$ cat src/rtl/rvv_backend_pkg.sv
// Shared RVV backend types and sizing macros.
// ALU reservation-station entry layout plus default dimensions.
`ifndef NUM_ALU
`define NUM_ALU 2
`endif
`ifndef NUM_DP_UOP
`define NUM_DP_UOP 2
`endif
`ifndef ALU_RS_DEPTH
`define ALU_RS_DEPTH 8
`endif

package rvv_backend_pkg;

    typedef struct packed {
        logic [3:0]  alu_op;
        logic [4:0]  vd_index;
        logic [31:0] rs1_data;
    } ALU_RS_t;

endpackage

$ cat src/rtl/multi_fifo.sv
// Generic multi-push / multi-pop circular FIFO with registered-count flags
// and combinational read slots.
module multi_fifo #(
    parameter int unsigned WIDTH  = 32,
    parameter int unsigned DEPTH  = 8,
    parameter int unsigned N_PUSH = 2,
    parameter int unsigned N_POP  = 2
) (
    input  logic                         clk,
    input  logic                         rst_n,
    input  logic                         flush,
    input  logic [N_PUSH-1:0]            push,
    input  logic [N_PUSH-1:0][WIDTH-1:0] din,
    output logic                         full,
    output logic [N_PUSH-1:0]            almost_full,
    input  logic [N_POP-1:0]             pop,
    output logic [N_POP-1:0][WIDTH-1:0]  dout,
    output logic                         empty,
    output logic [N_POP-1:0]             almost_empty
);

    localparam int unsigned AW = $clog2(DEPTH);
    localparam int unsigned CW = AW + 1;

    logic [WIDTH-1:0]  mem [DEPTH];
    logic [AW-1:0]     wptr;
    logic [AW-1:0]     rptr;
    logic [CW-1:0]     cnt;
    logic [CW-1:0]     push_cnt;
    logic [CW-1:0]     pop_cnt;
    logic [N_PUSH-1:0] push_ok;
    logic [N_POP-1:0]  pop_ok;

    // Flags look only at the registered count; same-cycle pops free nothing.
    always_comb begin
        full        = (cnt == CW'(DEPTH));
        empty       = (cnt == '0);
        almost_full = '0;
        for (int unsigned j = 0; j < N_PUSH; j++)
            almost_full[j] = (CW'(DEPTH) - cnt) < CW'(j + 1);
        almost_empty = '0;
        for (int unsigned i = 0; i < N_POP; i++)
            almost_empty[i] = (cnt <= CW'(i));
    end

    // Only the contiguous low-order prefix of each request vector is honoured.
    always_comb begin
        push_ok    = '0;
        push_ok[0] = push[0] & ~almost_full[0];
        for (int unsigned j = 1; j < N_PUSH; j++)
            push_ok[j] = push_ok[j-1] & push[j] & ~almost_full[j];
        push_cnt = '0;
        for (int unsigned j = 0; j < N_PUSH; j++)
            push_cnt = push_cnt + CW'(push_ok[j]);
    end

    always_comb begin
        pop_ok    = '0;
        pop_ok[0] = pop[0] & ~almost_empty[0];
        for (int unsigned i = 1; i < N_POP; i++)
            pop_ok[i] = pop_ok[i-1] & pop[i] & ~almost_empty[i];
        pop_cnt = '0;
        for (int unsigned i = 0; i < N_POP; i++)
            pop_cnt = pop_cnt + CW'(pop_ok[i]);
    end

    always_ff @(posedge clk or negedge rst_n) begin
        if (!rst_n) begin
            wptr <= '0;
            rptr <= '0;
            cnt  <= '0;
        end else if (flush) begin
            wptr <= '0;
            rptr <= '0;
            cnt  <= '0;
        end else begin
            wptr <= wptr + AW'(push_cnt);
            rptr <= rptr + AW'(pop_cnt);
            cnt  <= cnt + push_cnt - pop_cnt;
        end
    end

    always_ff @(posedge clk) begin
        for (int unsigned j = 0; j < N_PUSH; j++)
            if (push_ok[j] && !flush)
                mem[wptr + AW'(j)] <= din[j];
    end

    always_comb begin
        for (int unsigned i = 0; i < N_POP; i++)
            dout[i] = mem[rptr + AW'(i)];
    end

    rvv_backend_sva #(
        .N_PUSH (N_PUSH),
        .N_POP  (N_POP),
        .DEPTH  (DEPTH),
        .CW     (CW)
    ) u_sva (
        .clk      (clk),
        .rst_n    (rst_n),
        .push     (push),
        .pop      (pop),
        .cnt      (cnt),
        .push_cnt (push_cnt),
        .pop_cnt  (pop_cnt)
    );

endmodule

$ cat src/rtl/rvv_backend_sva.sv
// Shared assertion checker for multi-port FIFOs: contiguous request
// vectors and no count overflow/underflow.
module rvv_backend_sva #(
    parameter int unsigned N_PUSH = 2,
    parameter int unsigned N_POP  = 2,
    parameter int unsigned DEPTH  = 8,
    parameter int unsigned CW     = $clog2(DEPTH) + 1
) (
    input logic              clk,
    input logic              rst_n,
    input logic [N_PUSH-1:0] push,
    input logic [N_POP-1:0]  pop,
    input logic [CW-1:0]     cnt,
    input logic [CW-1:0]     push_cnt,
    input logic [CW-1:0]     pop_cnt
);

    a_push_contig: assert property (@(posedge clk) disable iff (!rst_n)
        (push & (push + N_PUSH'(1))) == '0)
        else $error("non-contiguous push vector %b", push);

    a_pop_contig: assert property (@(posedge clk) disable iff (!rst_n)
        (pop & (pop + N_POP'(1))) == '0)
        else $error("non-contiguous pop vector %b", pop);

    a_no_underflow: assert property (@(posedge clk) disable iff (!rst_n)
        pop_cnt <= cnt)
        else $error("fifo underflow");

    a_no_overflow: assert property (@(posedge clk) disable iff (!rst_n)
        ((CW+1)'(cnt) + (CW+1)'(push_cnt) - (CW+1)'(pop_cnt)) <= (CW+1)'(DEPTH))
        else $error("fifo overflow");

endmodule

$ cat src/rtl/rvv_backend_alu_rs.sv
// ALU reservation station: multi_fifo specialised for ALU_RS_t with
// dispatch-side and execute-side port naming.
`ifndef NUM_ALU
`define NUM_ALU 2
`endif
`ifndef NUM_DP_UOP
`define NUM_DP_UOP 2
`endif
`ifndef ALU_RS_DEPTH
`define ALU_RS_DEPTH 8
`endif

module rvv_backend_alu_rs
    import rvv_backend_pkg::*;
#(
    parameter int unsigned DEPTH    = `ALU_RS_DEPTH,
    parameter int unsigned NUM_PUSH = `NUM_DP_UOP
) (
    input  logic                     clk,
    input  logic                     rst_n,
    input  logic [NUM_PUSH-1:0]      push_dp2rs,
    input  ALU_RS_t [NUM_PUSH-1:0]   uop_dp2rs,
    output logic                     fifo_full_rs2dp,
    output logic [NUM_PUSH-1:0]      fifo_almost_full_rs2dp,
    input  logic [`NUM_ALU-1:0]      pop_ex2rs,
    output ALU_RS_t [`NUM_ALU-1:0]   alu_uop_rs2ex,
    output logic                     fifo_empty_rs2ex,
    output logic [`NUM_ALU-1:0]      fifo_almost_empty_rs2ex,
    input  logic                     trap_flush_rvv
);

    multi_fifo #(
        .WIDTH  ($bits(ALU_RS_t)),
        .DEPTH  (DEPTH),
        .N_PUSH (NUM_PUSH),
        .N_POP  (`NUM_ALU)
    ) u_fifo (
        .clk          (clk),
        .rst_n        (rst_n),
        .flush        (trap_flush_rvv),
        .push         (push_dp2rs),
        .din          (uop_dp2rs),
        .full         (fifo_full_rs2dp),
        .almost_full  (fifo_almost_full_rs2dp),
        .pop          (pop_ex2rs),
        .dout         (alu_uop_rs2ex),
        .empty        (fifo_empty_rs2ex),
        .almost_empty (fifo_almost_empty_rs2ex)
    );

endmodule

$ cat config.mk
export PLATFORM = sky130hd
export DESIGN_NAME = rvv_backend_alu_rs
export DESIGN_NICKNAME = d
export VERILOG_FILES = /design/src/rtl/rvv_backend_pkg.sv /design/src/rtl/multi_fifo.sv /design/src/rtl/rvv_backend_sva.sv /design/src/rtl/rvv_backend_alu_rs.sv
export SDC_FILE = /design/constraint.sdc
export NUM_CORES = 1
export LEC_CHECK = 0
export ABC_AREA = 1
export CAP_MARGIN = 10
export CORE_UTILIZATION = 35
export CTS_BUF_LIST = sky130_fd_sc_hd__clkbuf_16
export CTS_CLUSTER_DIAMETER = 40
export DETAILED_ROUTE_END_ITERATION = 8
export HOLD_SLACK_MARGIN = 0.12
export PLACE_DENSITY_LB_ADDON = 0.2
export SETUP_SLACK_MARGIN = 0.4
export SKIP_LAST_GASP = 1
export SYNTH_ARGS = -nofsm -noshare
export SYNTH_HDL_FRONTEND = slang
export SYNTH_HIERARCHICAL = 1
export SYNTH_SLANG_ARGS = --single-unit
export TNS_END_PERCENT = 5
$ cat constraint.sdc
create_clock -name clk -period 8.1 [get_ports clk]
set_input_delay 2.43 -clock clk [delete_from_list [all_inputs] [get_ports clk]]
set_output_delay 2.43 -clock clk [all_outputs]
set_load 0.05 [all_outputs]
# --- Yosys cells after proc, flatten, opt, wreduce, memory -nomap -nowiden ---
# Memory sizes are Yosys's and may differ from the RTL's.
# Cells that the tools add are included.
word_totals:
  ff_bits: 10
  ramBits: 328
  inputBits: 89
  output_inout_bits: 88
  mem_count: 1
memory_table:
  columns: ["name", "depth", "width", "rd", "rd_ports_with_merged_regs", "wr", "line", "rtl"]
  rows:
  - ["u_fifo.mem", 8, 41, 2, 0, 2, "multi_fifo.sv:25", "logic [WIDTH-1:0] mem [DEPTH];"]
op_classes:
  n_addsub: 9
  order_cmp: 4
  eq_ne: 1
  mux: 7
  n_bitwise: 10
  reduce_logical: 4
op_table:
  columns: ["op", "n"]
  rows:
  - ["$le A4 B1 Y1 const B", 2]
  - ["$add A3 B1 Y3 const B", 2]
  - ["$add A3 B3 Y3", 2]
  - ["$and A1 B1 Y1", 6]
  - ["$mux W3", 2]
  - ["$add A1 B1 Y2", 2]
  - ["$add A4 B4 Y4", 1]
  - ["$eq A4 B4 Y1 const B", 1]
  - ["$logic_not A4 Y1", 1]
  - ["$lt A4 B1 Y1 const B", 1]
  - ["$lt A4 B2 Y1 const B", 1]
  - ["$mux W1", 4]
  - ["$mux W4", 1]
  - ["$not A1 Y1", 4]
  - ["$sub A4 B4 Y4", 1]
  - ["$sub A4 B4 Y4 const A", 1]
  - ["$logic_and A1 B1 Y1", 2]
  - ["$logic_not A1 Y1", 1]

# --- Longest topological paths before layout ---
depth:
  ltp_word: 10
  mapped_depth: 19

# --- Worst setup path after synthesis ---
# No wires, ideal clock.
synth_timing:
  path_kind: "register -> output"
  start: "register u_fifo.rptr[0]"
  end: "output alu_uop_rs2ex[52] (netlist name)"
  arrival_time_ns: 2.254
  slack_ns: 3.416
  path_stages_with_launch: 9
  path_cell_list: "dfrtp_1 > ha_1 > clkbuf_1 > clkbuf_1 > a21oi_1 > o21ai_0 > nand2_1 > nor2_1 > a31oi_1"
synth_lines:
  columns: ["element", "line", "rtl"]
  rows:
  - ["start: declaration", "multi_fifo.sv:27", "logic [AW-1:0] rptr;"]
  - ["start signal: assignment", "multi_fifo.sv:78", "rptr <= rptr + AW'(pop_cnt);"]
  - ["end: declaration", "rvv_backend_alu_rs.sv:26", "output ALU_RS_t [`NUM_ALU-1:0] alu_uop_rs2ex,"]

==> parameters.txt <==
Parameter                              Value

Status
  Status ... completed

Cells and area
  Filler cell count ... 6,009
  Ratio of cells with drive above 1 in the final layout ... 0.0627
  Final standard cell area without fillers ... 25,900 µm²
  Synth-to-Final Area Change ... 17.1%
  Final net count ... 2,911

Yosys
  Mean area per synthesized cell ... about 7.7 µm²
  Number of enable flip-flop cells after synthesis ... 328
  Part of the Yosys area used for sequential elements ... 0.457
  Register bit total from synthesis ... 338
  Most used flip-flop cell after synthesis ... edfxtp_1
  Fraction of post-synthesis cell area in the top cell type by area ... 0.446
  Post-synthesis instance total ... between 2,000 and 3,000
  Post-synth ARST share ... 0.0296
  Number of warnings printed during yosys synthesis ... 6
  Number of distinct library cell variants in the gate-level netlist after synthesis ... 27
  Synth Cell Area ... around 22,000 µm²
  Top cells by area, synth ... edfxtp_1 (45%), nand2_1 (13%), nand4_1 (9.5%)
  Net count after synthesis ... ~3,000
  Library cell with the largest summed area after synthesis ... edfxtp_1

Clock tree
  Level count of the clock H-tree ... 2
  Clock transition at the register clock pins on the worst setup and hold paths after CTS ... 0.05 ns
  CTS tree ... built
  Count of buffers added by post-CTS timing repair for setup ... 0
  CTS max path bufs ... 3
  Post-CTS Hold Buffers ... 0
  Clock latency on the worst-skew pair ... 0.62 ns
  # resized after CTS ... 0
  Num CTS Buffers ... about 60
  Clock sink count ... around 340
  Root buffer cell ... clkbuf_16

Setup path
  Register-to-register path setup slack ... 4.26 ns
  Maximum fanout along the worst path ... 68
  Worst Setup Path Type ... flip-flop to primary output
  CP startpoint kind ... flip-flop
  Launching instance or port of the critical path ... u_fifo/rptr[1]
  WP data arrival ... 4.68 ns
  Crit path required time ... between 5 and 6 ns
  Crit path capture ... alu_uop_rs2ex[40]
  Reg-to-reg endpoint ... u_fifo/mem[4][11]
  Worst Reg2Reg Path Length in Cells ... 10
  Type of element capturing the critical path ... primary output
  Reg-to-Reg Start ... u_fifo/cnt[0]

Detailed routing
  Number of antenna-violating nets in the routed design ... 0
  Vias per std cell ... 5.78
  Initial detailed-routing violation count ... 2,456
  DRC violations left ... 0
  Post-detailed-route wirelength per cell ... 22.5 µm
  Routed Wire Length ... 83,300 µm
  Count of TritonRoute iterations in the first routing pass ... 6
  Overall via count from detail_route ... ~21,000

Place
  Setup Slack @ Placement ... 1.71 ns
  Detailed-placement wirelength estimate ... 43,500 µm
  Gpl congestion ... 0.832
  Instance area after placement ... 23,700 µm²
  # port buffers ... 176

Floorplanning
  Initial Util ... 0.356
  Placeable core area ... 62,100 µm²
  Num ports ... 177
  Die span in y ... ~250 µm
  Area of the die ... 64,200 µm²
  Width of the die ... 253 µm
  Rows ... 91

STA
  Normalized max-slew margin ... 0.162
  Largest clock skew in the final design ... 0.0155 ns
  Post-route fraction of the period consumed by the critical path ... 0.878
  Count of endpoints failing hold in the final timing report ... 0
  Setup repair after global routing missed its margin ... false
  Total negative slack ... 0 ns
  Setup ws final ... 0.991 ns
  Final setup violation count ... 0
  Number of pins exceeding their max-slew limit in the final report ... 0
  Measured slew at the worst slew-check pin ... 1.25 ns
  Time the final worst path needs with I/O delays and setup ... about 7 ns
  Achievable clock frequency ... roughly 140 MHz

Global routing
  Maximum number of pins on one net before global-route repair ... 211
  Antenna violations before repair ... 4
  Overall global routing resource usage ... 0.255
  Vias in the first global route ... 20,100
  Wire length of the first global-routing pass ... 123,000 µm
  Sum of overflow across all layers after global routing ... 0

Power
  Leakage power ... 10.3 nW
  Max IR drop VDD ... roughly 0.00036 V
  PwrDens ... 442 nW/µm²

Job
  Number of max-cap violations ... 0

Worst hold path
  Min-delay src ... u_fifo/rptr[2]
  Worst min-delay path class ... flip-flop to flip-flop
==> final cells by class <==
type / count / area (µm²) / area share
flip-flops and latches: 338 / 10100 / 0.391
multi-input cells: 2026 / 9890 / 0.382
repair buffers: 219 / 2100 / 0.0810
clock buffers: 63 / 1580 / 0.0609
well taps: 837 / 1050 / 0.0405
inverters: 156 / 603 / 0.0233
clock inverters: 52 / 548 / 0.0212
diodes: 3 / 7.51 / 0.000290
==> cells by family (layout without fill, tap and decap cells) <==
family          Yosys count  in the layout  synth area share
compound gates          666            666             0.160
xor+xnor                  3              3           0.00153
fa+ha+maj                20             20            0.0127
buf+inv                 503            490             0.100
flops                   338            338             0.457
other cells               0              3                 0
simple gates           1337           1337             0.268
==> metrics by stage <==
stage | total power [W] | utilization | std cells | hold WS (ns)
global route | 0.0120 | 0.417 | 3694 | 0.669
global placement | 0.00870 | 0.383 | 3576 | 0.618
CTS | 0.0114 | 0.417 | 3691 | 0.634
detailed placement | 0.00878 | 0.383 | 3576 | 0.625
floorplan | 0.00666 | - | 2867 | 0.492
finish | 0.0114 | 0.417 | 3694 | 0.637
==> report_power, final <==
group	switching, W	internal (W)	leakage, nW
combinational	0.00475	0.00178	6.14
clock	0.000931	0.00172	1.02
sequential	0.000127	0.00213	3.09
==> layout by cell type, fill, tap and decap left out, types with 2 or more instances in the layout <==
| master | instances |
|---|---|
| clkbuf_16 | 63 |
| fa_1 | 4 |
| diode_2 | 3 |
| buf_4 | 42 |
| dfrtp_4 | 2 |
| nand4_1 | 336 |
| clkinv_4 | 4 |
| clkinv_2 | 9 |
| o21ai_1 | 39 |
| dfrtp_1 | 8 |
| nand3_1 | 3 |
| edfxtp_1 | 328 |
| clkinv_1 | 14 |
| a21oi_1 | 210 |
| clkinvlp_4 | 9 |
| o21ai_0 | 293 |
| o211ai_1 | 41 |
| a31oi_1 | 82 |
| nor2_4 | 9 |
| nand3_2 | 8 |
| inv_2 | 3 |
| ha_1 | 15 |
| clkdlybuf4s50_1 | 176 |
| nor2_1 | 215 |
| inv_8 | 3 |
| bufinv_16 | 10 |
| nand2_2 | 8 |
| inv_6 | 4 |
| inv_1 | 152 |
| nand2_1 | 757 |
==> worst max-delay path, cell delays in order, from the launching register on <==
cell and delay, ns:
dfrtp_4 0.75, buf_4 0.66, buf_4 0.77, o21ai_0 0.20, o21ai_0 0.20, nor2_1 0.06, a31oi_1 0.39, clkdlybuf4s50_1 0.90
==> metal layers <==
layer  vias to the layer above  GRT usage  part of all wire  routed length, µm
li1                       9881          -                 -                  -
met1                     10200      0.333              0.41              34100
met2                      1111      0.419              0.47              39000
met3                       186     0.0351             0.087               7210
met4                         2      0.111             0.035               2950
met5                         -          0           0.00017                 14
==> synth_stat cells, types with 2 or more instances <==
library cell  number
nor2_2             7
nor2_1           218
nand4_1          336
buf_6             11
edfxtp_1         328
o21ai_0          293
xor2_1             2
clkbuf_2          40
a31oi_1           82
fa_1               4
a21oi_1          210
ha_1              16
buf_1             17
inv_2              7
nand3_1            3
nand2_1          765
o211ai_1          41
clkbuf_1         130
buf_2            147
dfrtp_1           10
inv_1            149
nand3_2            8
o21ai_1           39
==> state kept, by name, summed over array words and instances, names as in the netlist <==
| register | flops |
|---|---|
| u_fifo/rptr | 3 |
| u_fifo/cnt | 4 |
| u_fifo/mem | 328 |
| u_fifo/wptr | 3 |
==> how the worst min path moves through the flow <==
stage                     end  cells after the start
6_report       u_fifo/rptr[2]                      1
3_5_place_dp   u_fifo/rptr[2]                      1
5_1_grt        u_fifo/rptr[2]                      1
4_1_cts        u_fifo/rptr[2]                      1
2_1_floorplan  u_fifo/rptr[2]                      1
3_3_place_gp   u_fifo/rptr[2]                      1
Power figures use the tool's default switching activity.
==> patch, RTL diff (same settings) <==
Set the macro `NUM_ALU` to 1 (it was 2).
--- a/src/rtl/rvv_backend_pkg.sv
+++ b/src/rtl/rvv_backend_pkg.sv
@@ -3,3 +3,3 @@
 `ifndef NUM_ALU
-`define NUM_ALU 2
+`define NUM_ALU 1
 `endif
Ports: changed (resized alu_uop_rs2ex, fifo_almost_empty_rs2ex and pop_ex2rs); port bits go from 177 to 134. No check against the original RTL was run, so the function may have changed too.
==> patch against the original RTL <==
  * Register-to-register slack worse by 410 ps
  * Critical path type unchanged
  * Clock skew down 3.2 ps
  * Sequential cell count unchanged
  * Synthesized area down 13%
  * Die area down 13%
  * Design area down 13%
  * Worst setup slack better by 410 ps
  * Wire length down 19%
  * Critical endpoint is now alu_uop_rs2ex[18]
Power is not compared: it rests on default switching activity, and its combinational part moved more than twofold at a synthesized area within 25%.
==> patch: results (changes against the original RTL) <==
Run status:
- The run finished with clean final reports.

Clock network:
- The tree is rooted in a sky130_fd_sc_hd__clkbuf_16.

Global routing:
- The first-pass GRT wire length is 103 mm (-17%).
- The maximum number of pins on one net before global-route repair is 135 (-36%).
- The number of antenna violations at the first check in global routing is 4 (unchanged).
- The fraction of met3 tracks used by global routing came to 3.72% (+0.22 points).
- The combined global-route utilization of all metal layers is 24.1% (-1.4 points).
- The met2 global-route usage is 37.7% (-4.3 points).
- The via count of the first global-routing pass is 16488 (-18%).
- The met1 track utilization from global routing is 33.5% (+0.20 points).

Placement:
- The post-detailed-placement half-perimeter wirelength is 34.6 mm (-21%).
- The post-placement worst setup slack was 2030 ps (+327 ps).
- The placed instance count is 2840 (-21%).
- The instance area at placement is 20400 sq um (-14%).
- The count of port buffers added during placement came to 133 (-24%).

Timing:
- The worst slew margin relative to its limit is 19.3% (+3.0 points).
- The worst hold slack is 649 ps (+11.7 ps).

Synth:
- The synthesized net count is 2364 (-21%).
- The per-instance average area after synthesis is 8.51 sq um (+10%).
- By area the synthesized netlist is led by sky130_fd_sc_hd__edfxtp_1, sky130_fd_sc_hd__nand2_1, sky130_fd_sc_hd__nand4_1.
- The portion of the post-synthesis area used by sequential elements is 52.5% (+6.8 points).
- The count of flip-flops with a built-in enable after synthesis is 328 (unchanged).
- In the synthesized netlist, the cells that appear most often are sky130_fd_sc_hd__nand2_1, sky130_fd_sc_hd__nand4_1, sky130_fd_sc_hd__edfxtp_1.

Worst setup path:
- The reg2reg setup slack came to 3850 ps (-410 ps).
- The highest net fanout along the worst path was 67 (-1.5%).
- The delay contributed by the slowest stage of the critical path is 790 ps (-110 ps).
- The critical path data arrival time came to 4270 ps (-410 ps).
- The worst setup path startpoint is u_fifo/rptr[0].
- The length in cells of the worst reg-to-reg path came to 9 (-1).
- The endpoint of the worst-slack reg-to-reg timing path is u_fifo/mem[3][21].
- The launch instance of the worst register-to-register path is u_fifo/wptr[0].

Cells and area:
- The number of nets in the finished design is 2309 (-21%).
- The storage element area is 10100 sq um (about the same).
- The layout cell share with drive strength beyond 1 is 7.62% (+1.4 points).
- The fill cell instance count of the final layout is 5287 (-12%).
- The final cell count without fillers is 2954 (-20%).

Detailed routing:
- The vias per cell is 5.68 (-1.7%).
- The detailed router's first-iteration violation count was 1652 (-33%).
- The per-cell routed wire length is 22.9 um (+1.7%).

Hold path:
- For hold timing, the worst endpoint is u_fifo/cnt[0].
- In this run the most critical hold path is launched from u_fifo/cnt[0].

Pwr:
- In this run, flip-flops and latches consume between 20% and 30% of the power.
- The internal power contribution is 4.44 mW.
patch: how the worst max path moves through the flow:
| stage | endpoint | slack [ps] | cells past startpoint |
|---|---|---|---|
| 4_1_cts | alu_uop_rs2ex[17] | 1380 | 7 |
| 5_1_grt | alu_uop_rs2ex[18] | 1170 | 7 |
| 3_3_place_gp | u_fifo/mem[3][19] | 2030 | 8 |
| 6_report | alu_uop_rs2ex[18] | 1400 | 7 |
| 3_5_place_dp | u_fifo/mem[3][19] | 2030 | 8 |
| 2_1_floorplan | u_fifo/mem[1][0] | 3590 | 6 |
patch: layer usage:
layer / share of wire (%) / wire length [um] / up-vias
li1: - / - / 7795
met1: 44 / 29600 / 8044
met2: 45 / 30600 / 794
met3: 7.7 / 5240 / 156
met4: 3.3 / 2230 / 4
met5: 0.034 / 23 / -
patch: worst register-to-register path: stages, from the launching register on:
cell and delay, ps:
sky130_fd_sc_hd__dfrtp_1 740, sky130_fd_sc_hd__ha_1 310, sky130_fd_sc_hd__xnor2_2 150, sky130_fd_sc_hd__nand2_1 180
sky130_fd_sc_hd__nor2_4 110, sky130_fd_sc_hd__buf_4 590, sky130_fd_sc_hd__nand3_2 140, sky130_fd_sc_hd__buf_4 410
sky130_fd_sc_hd__nand2_2 820, sky130_fd_sc_hd__buf_4 470
patch: cells by family after synthesis:
family | after synthesis | share of synthesized area [%]
AND/OR/NAND/NOR | 1416 | 32.3
flip-flops | 338 | 52.5
buffers and inverters | 318 | 7.88
AO/OA/AOI/OAI | 171 | 6.06
adder cells (fa/ha/maj) | 15 | 1.05
XOR/XNOR | 3 | 0.176
patch: area by class of cell:
type	count	area share, %
flip-flops and latches	338	45.0
multi-input cells	1605	34.3
repair buffers	170	7.17
clock buffers	61	6.80
well taps	696	3.88
clock inverters	51	2.23
inverters	31	0.563
diodes	2	0.0223
